===== src/rtl/bcd2bin_seq_pkg.sv =====
// bcd2bin_seq_pkg: shared FSM encoding, BCD limit and index-width helper
package bcd2bin_seq_pkg;
    typedef enum logic {ST_IDLE = 1'b0, ST_CONV = 1'b1} state_t;
    localparam logic [3:0] BCD_MAX = 4'd9;
    function automatic int clog2(input int n);
        int r;
        r = 0;
        for (int i = 0; i < 31; i++) if ((1 << i) < n) r = i + 1;
        return r;
    endfunction
endpackage


===== src/rtl/bcd2bin_seq_mac10.sv =====
// bcd_mac10: saturating one-digit step acc*10 + d, flags digits above 9
module bcd_mac10
    import bcd2bin_seq_pkg::*;
#(
    parameter int BIN_W = 10
) (
    input  logic [BIN_W-1:0] acc_in,
    input  logic [3:0]       digit,
    output logic [BIN_W-1:0] acc_out,
    output logic             digit_bad
);
    logic [3:0] d;
    assign digit_bad = digit > BCD_MAX;
    assign d = digit_bad ? BCD_MAX : digit;
    // Truncation mod 2**BIN_W makes BIN_W-wide arithmetic equal to the wider sum
    assign acc_out = (acc_in << 3) + (acc_in << 1) + {{(BIN_W-4){1'b0}}, d};
endmodule


===== src/rtl/bcd2bin_seq.sv =====
// bcd2bin_seq: sequential packed-BCD to binary converter, one digit per clock, MSD first
module bcd2bin_seq
    import bcd2bin_seq_pkg::*;
#(
    parameter int DIGITS = 3,
    parameter int BIN_W  = 10
) (
    input  logic                  clk,
    input  logic                  rst_n,
    input  logic                  start,
    input  logic [4*DIGITS-1:0]   bcd,
    output logic [BIN_W-1:0]      bin,
    output logic                  busy,
    output logic                  done,
    output logic                  err
);
    localparam int IDX_W = (clog2(DIGITS) < 1) ? 1 : clog2(DIGITS);

    if (DIGITS < 1 || (BIN_W < 31 && (1 << BIN_W) <= 10**DIGITS - 1)) begin : g_width_err
        $error("bcd2bin_seq: BIN_W too small for DIGITS");
    end

    state_t              state, state_nxt;
    logic [4*DIGITS-1:0] lat;
    logic [BIN_W-1:0]    acc, nxt;
    logic [IDX_W-1:0]    idx;
    logic                err_acc, bad;
    logic [3:0]          cur;

    assign cur = lat[{idx, 2'b00} +: 4];

    bcd_mac10 #(.BIN_W(BIN_W)) u_mac (
        .acc_in   (acc),
        .digit    (cur),
        .acc_out  (nxt),
        .digit_bad(bad)
    );

    always_comb begin
        state_nxt = (state == ST_IDLE) ? (start ? ST_CONV : ST_IDLE)
                                       : ((idx == '0) ? ST_IDLE : ST_CONV);
    end

    always_ff @(posedge clk or negedge rst_n) begin
        if (!rst_n) begin
            state   <= ST_IDLE;
            lat     <= '0;
            acc     <= '0;
            idx     <= '0;
            err_acc <= 1'b0;
            bin     <= '0;
            busy    <= 1'b0;
            done    <= 1'b0;
            err     <= 1'b0;
        end else begin
            state <= state_nxt;
            done  <= 1'b0;
            // busy covers every CONV cycle except the one that produces done
            busy  <= (state == ST_CONV) && (idx != '0);
            if (state == ST_IDLE) begin
                if (start) begin
                    lat     <= bcd;
                    acc     <= '0;
                    idx     <= IDX_W'(DIGITS - 1);
                    err_acc <= 1'b0;
                end
            end else if (idx != '0) begin
                acc     <= nxt;
                idx     <= idx - 1'b1;
                err_acc <= err_acc | bad;
            end else begin
                bin  <= nxt;
                err  <= err_acc | bad;
                done <= 1'b1;
            end
        end
    end
endmodule


===== config.mk =====
export PLATFORM = sky130hd
export DESIGN_NAME = bcd2bin_seq
export DESIGN_NICKNAME = d
export VERILOG_FILES = /design/src/rtl/bcd2bin_seq_pkg.sv /design/src/rtl/bcd2bin_seq_mac10.sv /design/src/rtl/bcd2bin_seq.sv
export SDC_FILE = /design/constraint.sdc
export NUM_CORES = 1
export LEC_CHECK = 0
export ABC_AREA = 1
export CAP_MARGIN = 5
export CORE_MARGIN = 2
export CORE_UTILIZATION = 61
export DETAILED_ROUTE_END_ITERATION = 6
export DONT_BUFFER_PORTS = 1
export PLACE_DENSITY = 0.8
export SLEW_MARGIN = 40
export SYNTH_ARGS = -nofsm -noshare
export SYNTH_HDL_FRONTEND = slang
export SYNTH_SLANG_ARGS = --single-unit
export TNS_END_PERCENT = 50

===== constraint.sdc =====
create_clock -name clk -period 4.5 [get_ports clk]
set_input_delay 0.45 -clock clk [delete_from_list [all_inputs] [get_ports clk]]
set_output_delay 0.45 -clock clk [all_outputs]
set_load 0.01 [all_outputs]

==> results.yml, run 1 <==
global_route:
  grt_use_total_pct: 23.3
  overflow: 0
  antenna_found_initial: 0
  grt_pass1_wl_mm: 6.29
  grt_start_max_net_pins: 39
  grt_pass1_vias: 1422
route:
  viasPerCell: 5.39
  firstDrtPassIters: 4
  vias: 1461
  post_drt_wl_per_cell_um: 13.3
  drtIter0Drc: 50
  drtAntennaViolNets: 0
  drt_wl_total_mm: 3.60
  route.detailed.drc: 0
critical_path:
  crit_start: "idx[0]$_DFFE_PN0P_"
  start_kind: "flip-flop"
  path_cells: "inv_2 > nand2_2 > inv_1 > nand2_1 > nand2_1 > inv_1 > fa_1 > inv_1 > fa_1 > nand3_1 > nand3_1 > xnor2_1 > o21ai_1"
  crit_buf_inv: 4
  r2r-end: "bin[6]$_DFFE_PN0P_"
  worstReg2RegStart: "idx[0]$_DFFE_PN0P_"
  regToRegSetupSlack_ns: 1.90
  reg2regPathDepth: 13
  path_delay_family: "adder cells"
  critical_path_class: "reg2reg"
  endpoint: "bin[6]$_DFFE_PN0P_"
  timing.critical_path.mode_cell: "inv_1"
  slowest_stage: "fa_1"
  critical_path_required_ns: 4.71
  crit_fanout: 7
  cp-end-kind: "flip-flop"
  max_stage_delay_ns: 0.48
  critPathArrivalTime_ns: 2.81
  crit_cells: 13
sta:
  max_freq_mhz: 385
  max_slew_margin_pct: 59.5
  fin_skew_ns: 0.00673
  tightest_slew_ns: 0.606
  hold_viol_final: 0
  holdWs_ns: 0.238
  slew_viol_final: 0
  rsz0062_at_grt: "false"
  setup_viol: 0
  tns_ns: 0
  fin_crit_ns: 2.60
  finalCritPeriodShare_pct: 57.8
synthesis:
  ys_ff_latch: 38
  syn_inst: 221
  syn-num-nets: 253
  synth_top_cell_by_area: "dfrtp_1"
  syn_area_per_cell_um2: 8.99
  yosys-top-cells-area: "dfrtp_1, nand2_1, ha_1"
  netlist.area_leader.share_pct: 47.9
  ys_seq_area_share_pct: 47.9
  synth.distinct_cells: 26
  yosysWarnings: 0
  syn_area_um2: 1990
cells_and_area:
  fin_util_pct: 68.7
  layout.nets: 260
  num_antenna_cells: 0
  instances_no_fill: 271
  layout-drive-gt1-share_pct: 9.25
  area_growth_pct: 6.36
  fill_cells: 251
place:
  io_buffers: 0
  dp_cells: 263
  gp_congestion: 0.868
  hpwlAfterDp_mm: 2.72
floorplan:
  fp-row-count: 20
  start_util_pct: 64.6
  die_h_um: 61.1
  core_area_um2: 3080
  dieArea_um2: 3730
  pin_count: 28
  die-width_um: 61.1
clock_tree:
  cts-buffers-inserted: 5
  post_cts.repair.setup_buffers: 0
  path_clk_slew_ns: 0.10
  htreeDepth: 2
  cts_root_buffer: "clkbuf_4"
  cts.sinks: 38
  clk_path_buf_depth: 2
  clk-insertion-delay-late_ns: 0.34
  tritoncts: "done"
power:
  total_leakage_power_nw: 1.13
  ir_drop_mv: 0.426
  powerDensity_nw_per_um2: 839
  power_w: 0.00177
job:
  maxCapViolations: 0
outcome:
  status: "finished, final reports clean"
worst_hold_path:
  hold_class: "in2reg"
-- per-stage QoR --
stage | instance area (um^2) | worst slack, ns
2_1_floorplan | 1990 | 2.11
3_3_place_gp | 2030 | 2.01
3_5_place_dp | 2030 | 1.92
4_1_cts | 2110 | 1.90
5_1_grt | 2110 | 1.68
6_report | 2110 | 1.90
-- layout by cell type (no fill, tap or decap) --
cell	netlist	layout
a21o_1	1	1
a21oi_1	9	9
a21oi_2	2	2
a22oi_1	1	1
buf_12	0	1
clkbuf_4	0	5
clkbuf_8	0	1
clkinv_1	2	2
dfrtp_1	38	38
dlygate4sd3_1	0	1
fa_1	2	2
ha_1	15	15
inv_1	20	20
inv_2	6	6
mux2_1	9	9
nand2_1	67	67
nand2_2	5	5
nand3_1	12	12
nand3b_1	1	1
nand4_1	2	2
nor2_1	8	8
nor2_4	1	1
o211ai_1	1	1
o21ai_0	1	1
o21ai_1	10	10
o22ai_1	1	1
or2_1	1	1
xnor2_1	3	3
xor2_1	1	1
-- cell usage after synthesis --
library cell / n
xor2_1: 1
dfrtp_1: 38
buf_2: 2
or2_1: 1
fa_1: 2
nand3b_1: 1
clkinv_1: 2
ha_1: 15
o211ai_1: 1
nor2_4: 1
nand2_1: 67
a22oi_1: 1
inv_1: 20
o22ai_1: 1
a21o_1: 1
mux2_1: 9
xnor2_1: 3
nand2_2: 5
nand4_1: 2
nand3_1: 12
nor2_1: 8
o21ai_0: 1
o21ai_1: 10
a21oi_2: 2
inv_2: 6
a21oi_1: 9
-- worst min path at each step --
stage,endpoint,cells after the start,from
floorplan,acc[0]$_DFFE_PN0P_,0,rst_n
global placement,bin[1]$_DFFE_PN0P_,0,rst_n
detailed placement,bin[1]$_DFFE_PN0P_,0,rst_n
CTS,lat[1]$_DFFE_PN0P_,1,bcd[1]
global route,lat[5]$_DFFE_PN0P_,1,bcd[5]
finish,lat[8]$_DFFE_PN0P_,1,bcd[8]
-- layer usage --
| metal | up-vias | global-route usage (%) | wire length (um) |
|---|---|---|---|
| li1 | 727 | - | - |
| met1 | 700 | 30.8 | 1650 |
| met2 | 27 | 37.2 | 1720 |
| met3 | 7 | 6.30 | 156 |
| met4 | 0 | 8.07 | 67 |
| met5 | - | 0 | 0 |
-- kinds of logic (layout without fill, tap and decap cells) --
group | Yosys count | count (layout) | synth area share, %
buffers and inverters | 30 | 36 | 5.79
AND/OR/NAND/NOR | 97 | 97 | 20.7
multiplexers | 9 | 9 | 5.10
adder cells (fa/ha/maj) | 17 | 17 | 11.5
flip-flops | 38 | 38 | 47.9
AO/OA/AOI/OAI | 26 | 26 | 7.37
XOR/XNOR | 4 | 4 | 1.76
-- report_power, final --
part | total, W | switching, W | internal [W] | leakage [nW]
sequential | 0.000646 | 0.000137 | 0.000508 | 0.463
combinational | 0.000953 | 0.000591 | 0.000363 | 0.640
clock | 0.000173 | 0.000103 | 0.0000704 | 0.0302
total | 0.00177 | 0.000830 | 0.000942 | 1.13
-- timing repair --
| action | CTS | global route |
|---|---|---|
| resized for setup | 0 | 0 |
| hold buffers | 2 | 0 |
| hold endpoints to repair | 38 | 0 |
| setup endpoints to repair | 0 | 0 |
-- flip-flops by register name (all words and copies together) (netlist names) --
register / cells
lat: 12
err_acc: 1
state: 1
busy: 1
bin: 10
acc: 9
done: 1
err: 1
idx: 2
-- area by class of cell --
cell class / instances / area [um^2] / share of cell area [%]
Clock buffer: 6 / 51.3 / 2.43
Inverter: 28 / 105 / 4.97
Sequential cell: 38 / 951 / 45.0
Tap cell: 44 / 55.1 / 2.61
Timing Repair Buffer: 2 / 30.0 / 1.42
Multi-Input combinational cell: 153 / 921 / 43.6
No activity file was read; power rests on OpenSTA's default activity.
==> inputs of run 2 (changes only) <==
Settings changed: CORE_UTILIZATION 61 to 56, PLACE_DENSITY 0.8 to 0.77.
Clock period 4.5 ns to 2.2 ns, I/O delays scaled along.
==> run 2 against run 1 <==
The run now ends with setup timing left. Combinational power grew to 2.7 times the previous value. Critical path depth up 1. Worst hold slack got worse by 0.21 ns. Die area up 8.3%. Sequential power up 100%. Largest cell class is now multi-input combinational cells. Largest power group unchanged.
==> results.yml, run 2 (synthesized netlist as in run 1, its figures left out) <==
cells_and_area:
  fill_cells: 269
  area_growth_pct: 23.0
  layout-drive-gt1-share_pct: 23.1
  largest_reg_flops: 12
  final_cell_mix: "nand2_1, dfrtp_1, buf_4"
  top_register: "lat"
  layout.nets: 286
  reg_top3: "lat (12), bin (10), acc (9)"
  num_antenna_cells: 0
  final_common_cell: "nand2_1"
  fin_util_pct: 72.7
route:
  viasPerCell: 5.19
  drt_wl_total_mm: 4.12
  drtAntennaViolNets: 0
  drtIter0Drc: 60
  firstDrtPassIters: 5
  route.detailed.drc: 0
  vias: 1561
  post_drt_wl_per_cell_um: 13.7
floorplan:
  die_h_um: 63.6
  start_util_pct: 59.1
  fp-row-count: 21
  die-width_um: 63.6
  pin_count: 28
  dieArea_um2: 4040
  core_area_um2: 3360
critical_path:
  critical_path_class: "reg2reg"
  critPathArrivalTime_ns: 2.56
  crit_fanout: 5
  start_kind: "flip-flop"
  cp-end-kind: "flip-flop"
  critical_path_required_ns: 2.43
clock_tree:
  htreeDepth: 2
  cts-buffers-inserted: 5
  clk_path_buf_depth: 2
  tritoncts: "done"
  cts.sinks: 38
  clk-insertion-delay-late_ns: 0.34
  cts_root_buffer: "clkbuf_4"
  path_clk_slew_ns: 0.11
outcome:
  status: "finished, violations left"
  violations: "setup timing"
sta:
  max_freq_mhz: 429
  max_slew_margin_pct: 75.9
  fin_crit_ns: 2.33
  tightest_slew_ns: 0.361
  setup_viol: 11
  rsz0062_at_grt: "true"
  setup_slack_ns: -0.129
  fin_skew_ns: 0.00427
  tns_ns: -0.820
  slew_viol_final: 0
  finalCritPeriodShare_pct: 106
  hold_viol_final: 0
job:
  maxCapViolations: 0
global_route:
  overflow: 0
  grt_use_total_pct: 21.5
  antenna_found_initial: 0
  grt_pass1_vias: 1592
  grt_start_max_net_pins: 39
  grt_pass1_wl_mm: 6.73
place:
  pre_cts_slack_ns: -0.100
  io_buffers: 0
  hpwlAfterDp_mm: 2.79
  gp_congestion: 0.890
power:
  power_w: 0.00434
  ir_drop_mv: 0.963
  total_leakage_power_nw: 1.28
  powerDensity_nw_per_um2: 1780
worst_hold_path:
  hold_class: "in2reg"
## run 2: worst max-delay path, cell delays in order, from the launching register on
cell,delay [ns]
dfrtp_1,0.44
inv_2,0.09
nand2_2,0.07
inv_2,0.06
nand2_2,0.06
nand2_4,0.09
inv_2,0.04
fa_1,0.50
inv_2,0.05
ha_1,0.31
nand3_2,0.07
nand2_2,0.07
or2_1,0.22
nand3_1,0.08
nand2_1,0.07
## run 2: cell type report
cell class | instances | area [um^2] | area share (%)
inverters | 28 | 105 | 4.30
clock buffers | 8 | 78.8 | 3.22
well taps | 46 | 57.6 | 2.35
flip-flops and latches | 38 | 951 | 38.9
repair buffers | 28 | 248 | 10.1
multi-input cells | 153 | 1000 | 41.1
## run 2: metrics by stage
step	hold WS, ns	cells	cell area [um^2]
detailed placement	-0.0748	271	2100
CTS	0.00337	297	2360
floorplan	-0.0756	221	2010
global placement	-0.0748	271	2100
finish	0.0294	301	2440
global route	0.0230	301	2440
## run 2: worst paths after layout
check | from | end | slack, ns | cells past startpoint
setup / recovery | idx[0]$_DFFE_PN0P_ | acc[5]$_DFFE_PN0P_ | -0.13 | 14
hold / removal | bcd[7] | lat[7]$_DFFE_PN0P_ | 0.03 | 2
setup reg to reg | idx[0]$_DFFE_PN0P_ | acc[5]$_DFFE_PN0P_ | -0.13 | 14
hold reg to reg | acc[7]$_DFFE_PN0P_ | acc[7]$_DFFE_PN0P_ | 0.51 | 2
max in group asynchronous | rst_n | busy$_DFF_PN0_ | 1.68 | 2
min in group asynchronous | rst_n | acc[8]$_DFFE_PN0P_ | 0.32 | 2
## run 2: timing repair
action,CTS,global route
buffers inserted,8,3
pin swaps,7,7
endpoints found under the setup margin,11,13
hold buffers,10,1
hold endpoints to repair,46,1
gates resized for setup,3,10
## run 2: power by group
part	internal, W	total, W	switching, W
Combinational	0.00113	0.00258	0.00145
Sequential	0.00104	0.00132	0.000277
Clock	0.000218	0.000445	0.000227
Total	0.00238	0.00434	0.00196
## run 2: routing by layer
| layer | GRT usage, % | vias up | share of wire, % | wire length [um] |
|---|---|---|---|---|
| li1 | - | 781 | - | - |
| met1 | 23.8 | 741 | 40 | 1670 |
| met2 | 40.5 | 30 | 55 | 2250 |
| met3 | 5.71 | 9 | 3.5 | 145 |
| met4 | 5.43 | 0 | 1.5 | 61 |
| met5 | 0 | - | 0 | 0 |
==> inputs of run 3 (changes only) <==
Settings changed: SETUP_SLACK_MARGIN set to 0.05.
==> run 3 against run 2 <==
The run still ends with setup timing left. Clock skew hardly changed. Die area stayed put. Count of clock-buffer cells in the layout is 2 lower. Flip-flop and latch count stayed put. Worst hold slack worse by 0.00095 ns. Core utilization is 1.5 points lower. Final cell count is 1.3% lower. Final area is 2.0% lower. Critical endpoint is now bin[8]$_DFFE_PN0P_. Largest power group unchanged. Highest routed layer unchanged.
==> results.yml, run 3 (synthesized netlist as in run 1, its figures left out) <==
global_route:
  grt_start_max_net_pins: 39
  grt_use_total_pct: 22.4
  overflow: 0
  antenna_found_initial: 0
  grt_pass1_vias: 1597
  grt_pass1_wl_mm: 6.91
critical_path:
  critPathArrivalTime_ns: 2.60
  critical_path_class: "reg2reg"
  crit_fanout: 4
  start_kind: "flip-flop"
  critical_path_required_ns: 2.44
  cp-end-kind: "flip-flop"
floorplan:
  die-width_um: 63.6
  core_area_um2: 3360
  start_util_pct: 59.1
  fp-row-count: 21
  pin_count: 28
  dieArea_um2: 4040
  die_h_um: 63.6
sta:
  max_slew_margin_pct: 75.9
  finalCritPeriodShare_pct: 107
  max_freq_mhz: 424
  tightest_slew_ns: 0.360
  slew_viol_final: 0
  fin_crit_ns: 2.36
  rsz0062_at_grt: "true"
  tns_ns: -1.22
  setup_viol: 11
  fin_skew_ns: 0.00388
  hold_viol_final: 0
  setup_slack_ns: -0.156
job:
  maxCapViolations: 0
route:
  drtAntennaViolNets: 0
  firstDrtPassIters: 4
  route.detailed.drc: 0
  drtIter0Drc: 51
  drt_wl_total_mm: 4.03
  post_drt_wl_per_cell_um: 13.6
  viasPerCell: 5.19
  vias: 1540
clock_tree:
  cts-buffers-inserted: 5
  clk-insertion-delay-late_ns: 0.34
  path_clk_slew_ns: 0.11
  cts.sinks: 38
  tritoncts: "done"
  htreeDepth: 2
  cts_root_buffer: "clkbuf_4"
  clk_path_buf_depth: 2
cells_and_area:
  final_cell_mix: "nand2_1, dfrtp_1, inv_1"
  layout-drive-gt1-share_pct: 21.9
  reg_top3: "lat (12), bin (10), acc (9)"
  num_antenna_cells: 0
  top_register: "lat"
  area_growth_pct: 20.6
  instances_no_fill: 297
  final_common_cell: "nand2_1"
  layout.nets: 282
  largest_reg_flops: 12
place:
  hpwlAfterDp_mm: 2.83
  io_buffers: 0
  pre_cts_slack_ns: -0.130
  dp_cells: 271
  gp_congestion: 0.865
power:
  ir_drop_mv: 0.893
  powerDensity_nw_per_um2: 1730
  total_leakage_power_nw: 1.25
  power_w: 0.00413
outcome:
  violations: "setup timing"
  status: "finished, violations left"
worst_hold_path:
  hold_class: "in2reg"
-- run 3: changes by cell type in the layout (fill, tap and decap cells not counted), sizes merged --
cell	delta
buf	-4
clkbuf	-2
clkinv	+1
clkinvlp	+1
-- run 3: power by group --
group | leakage, nW | internal [W] | total, W | switching, W
clock network | 0.0343 | 0.000154 | 0.000382 | 0.000229
logic | 0.750 | 0.00105 | 0.00243 | 0.00138
registers | 0.463 | 0.00104 | 0.00132 | 0.000284
-- run 3: area by class of cell --
| class | instances | area (um^2) |
|---|---|---|
| clock buffers | 6 | 51.3 |
| clock inverters | 2 | 12.5 |
| fillers | 278 | 967 |
| inverters | 28 | 105 |
| multi-input cells | 153 | 997 |
| flip-flops and latches | 38 | 951 |
| well taps | 46 | 57.6 |
| repair buffers | 24 | 221 |
-- run 3: what timing repair did --
action | 4_1_cts | 5_1_grt
hold buffers | 10 | 1
pin swaps | 10 | 14
setup buffers | 4 | 3
gates resized for setup | 3 | 9
setup endpoints to repair | 13 | 13
endpoints found under the hold margin | 46 | 1
-- run 3: worst paths after layout --
check,cells after the start,from,end,slack (ns)
min in group asynchronous,2,rst_n,bin[4]$_DFFE_PN0P_,0.32
hold / removal,2,bcd[7],lat[7]$_DFFE_PN0P_,0.03
setup reg to reg,12,idx[0]$_DFFE_PN0P_,bin[8]$_DFFE_PN0P_,-0.16
setup / recovery,12,idx[0]$_DFFE_PN0P_,bin[8]$_DFFE_PN0P_,-0.16
hold reg to reg,1,lat[0]$_DFFE_PN0P_,lat[0]$_DFFE_PN0P_,0.50
max in group asynchronous,2,rst_n,acc[8]$_DFFE_PN0P_,1.70
-- run 3: through the flow --
stage          util (%)  hold WS (ns)  instance area, um^2
2_1_floorplan         -       -0.0756                 2010
3_3_place_gp       62.6       -0.0745                 2100
3_5_place_dp       62.6       -0.0748                 2100
4_1_cts            68.9       0.00223                 2320
5_1_grt            71.2        0.0275                 2400
6_report           71.2        0.0285                 2400
-- run 3: worst max-delay path: stages, from the launching register on --
cell and delay [ns]:
dfrtp_1 0.44, buf_4 0.14, nand2_1 0.04, o211ai_1 0.10, nand2_2 0.11, nor2_2 0.16, ha_4 0.23, ha_4 0.17
fa_2 0.42, nand4_1 0.12, nand4_1 0.13, nand3_1 0.12, nand2_1 0.06
-- run 3: layer usage --
metal  track usage (%)  vias to the layer above  routed length (um)
met1              25.8                      732                1710
met4              10.6                        0                  59
met5                 0                        -                   0
met2              38.4                       27                2130
met3              6.07                        7                 137
li1                  -                      774                   -
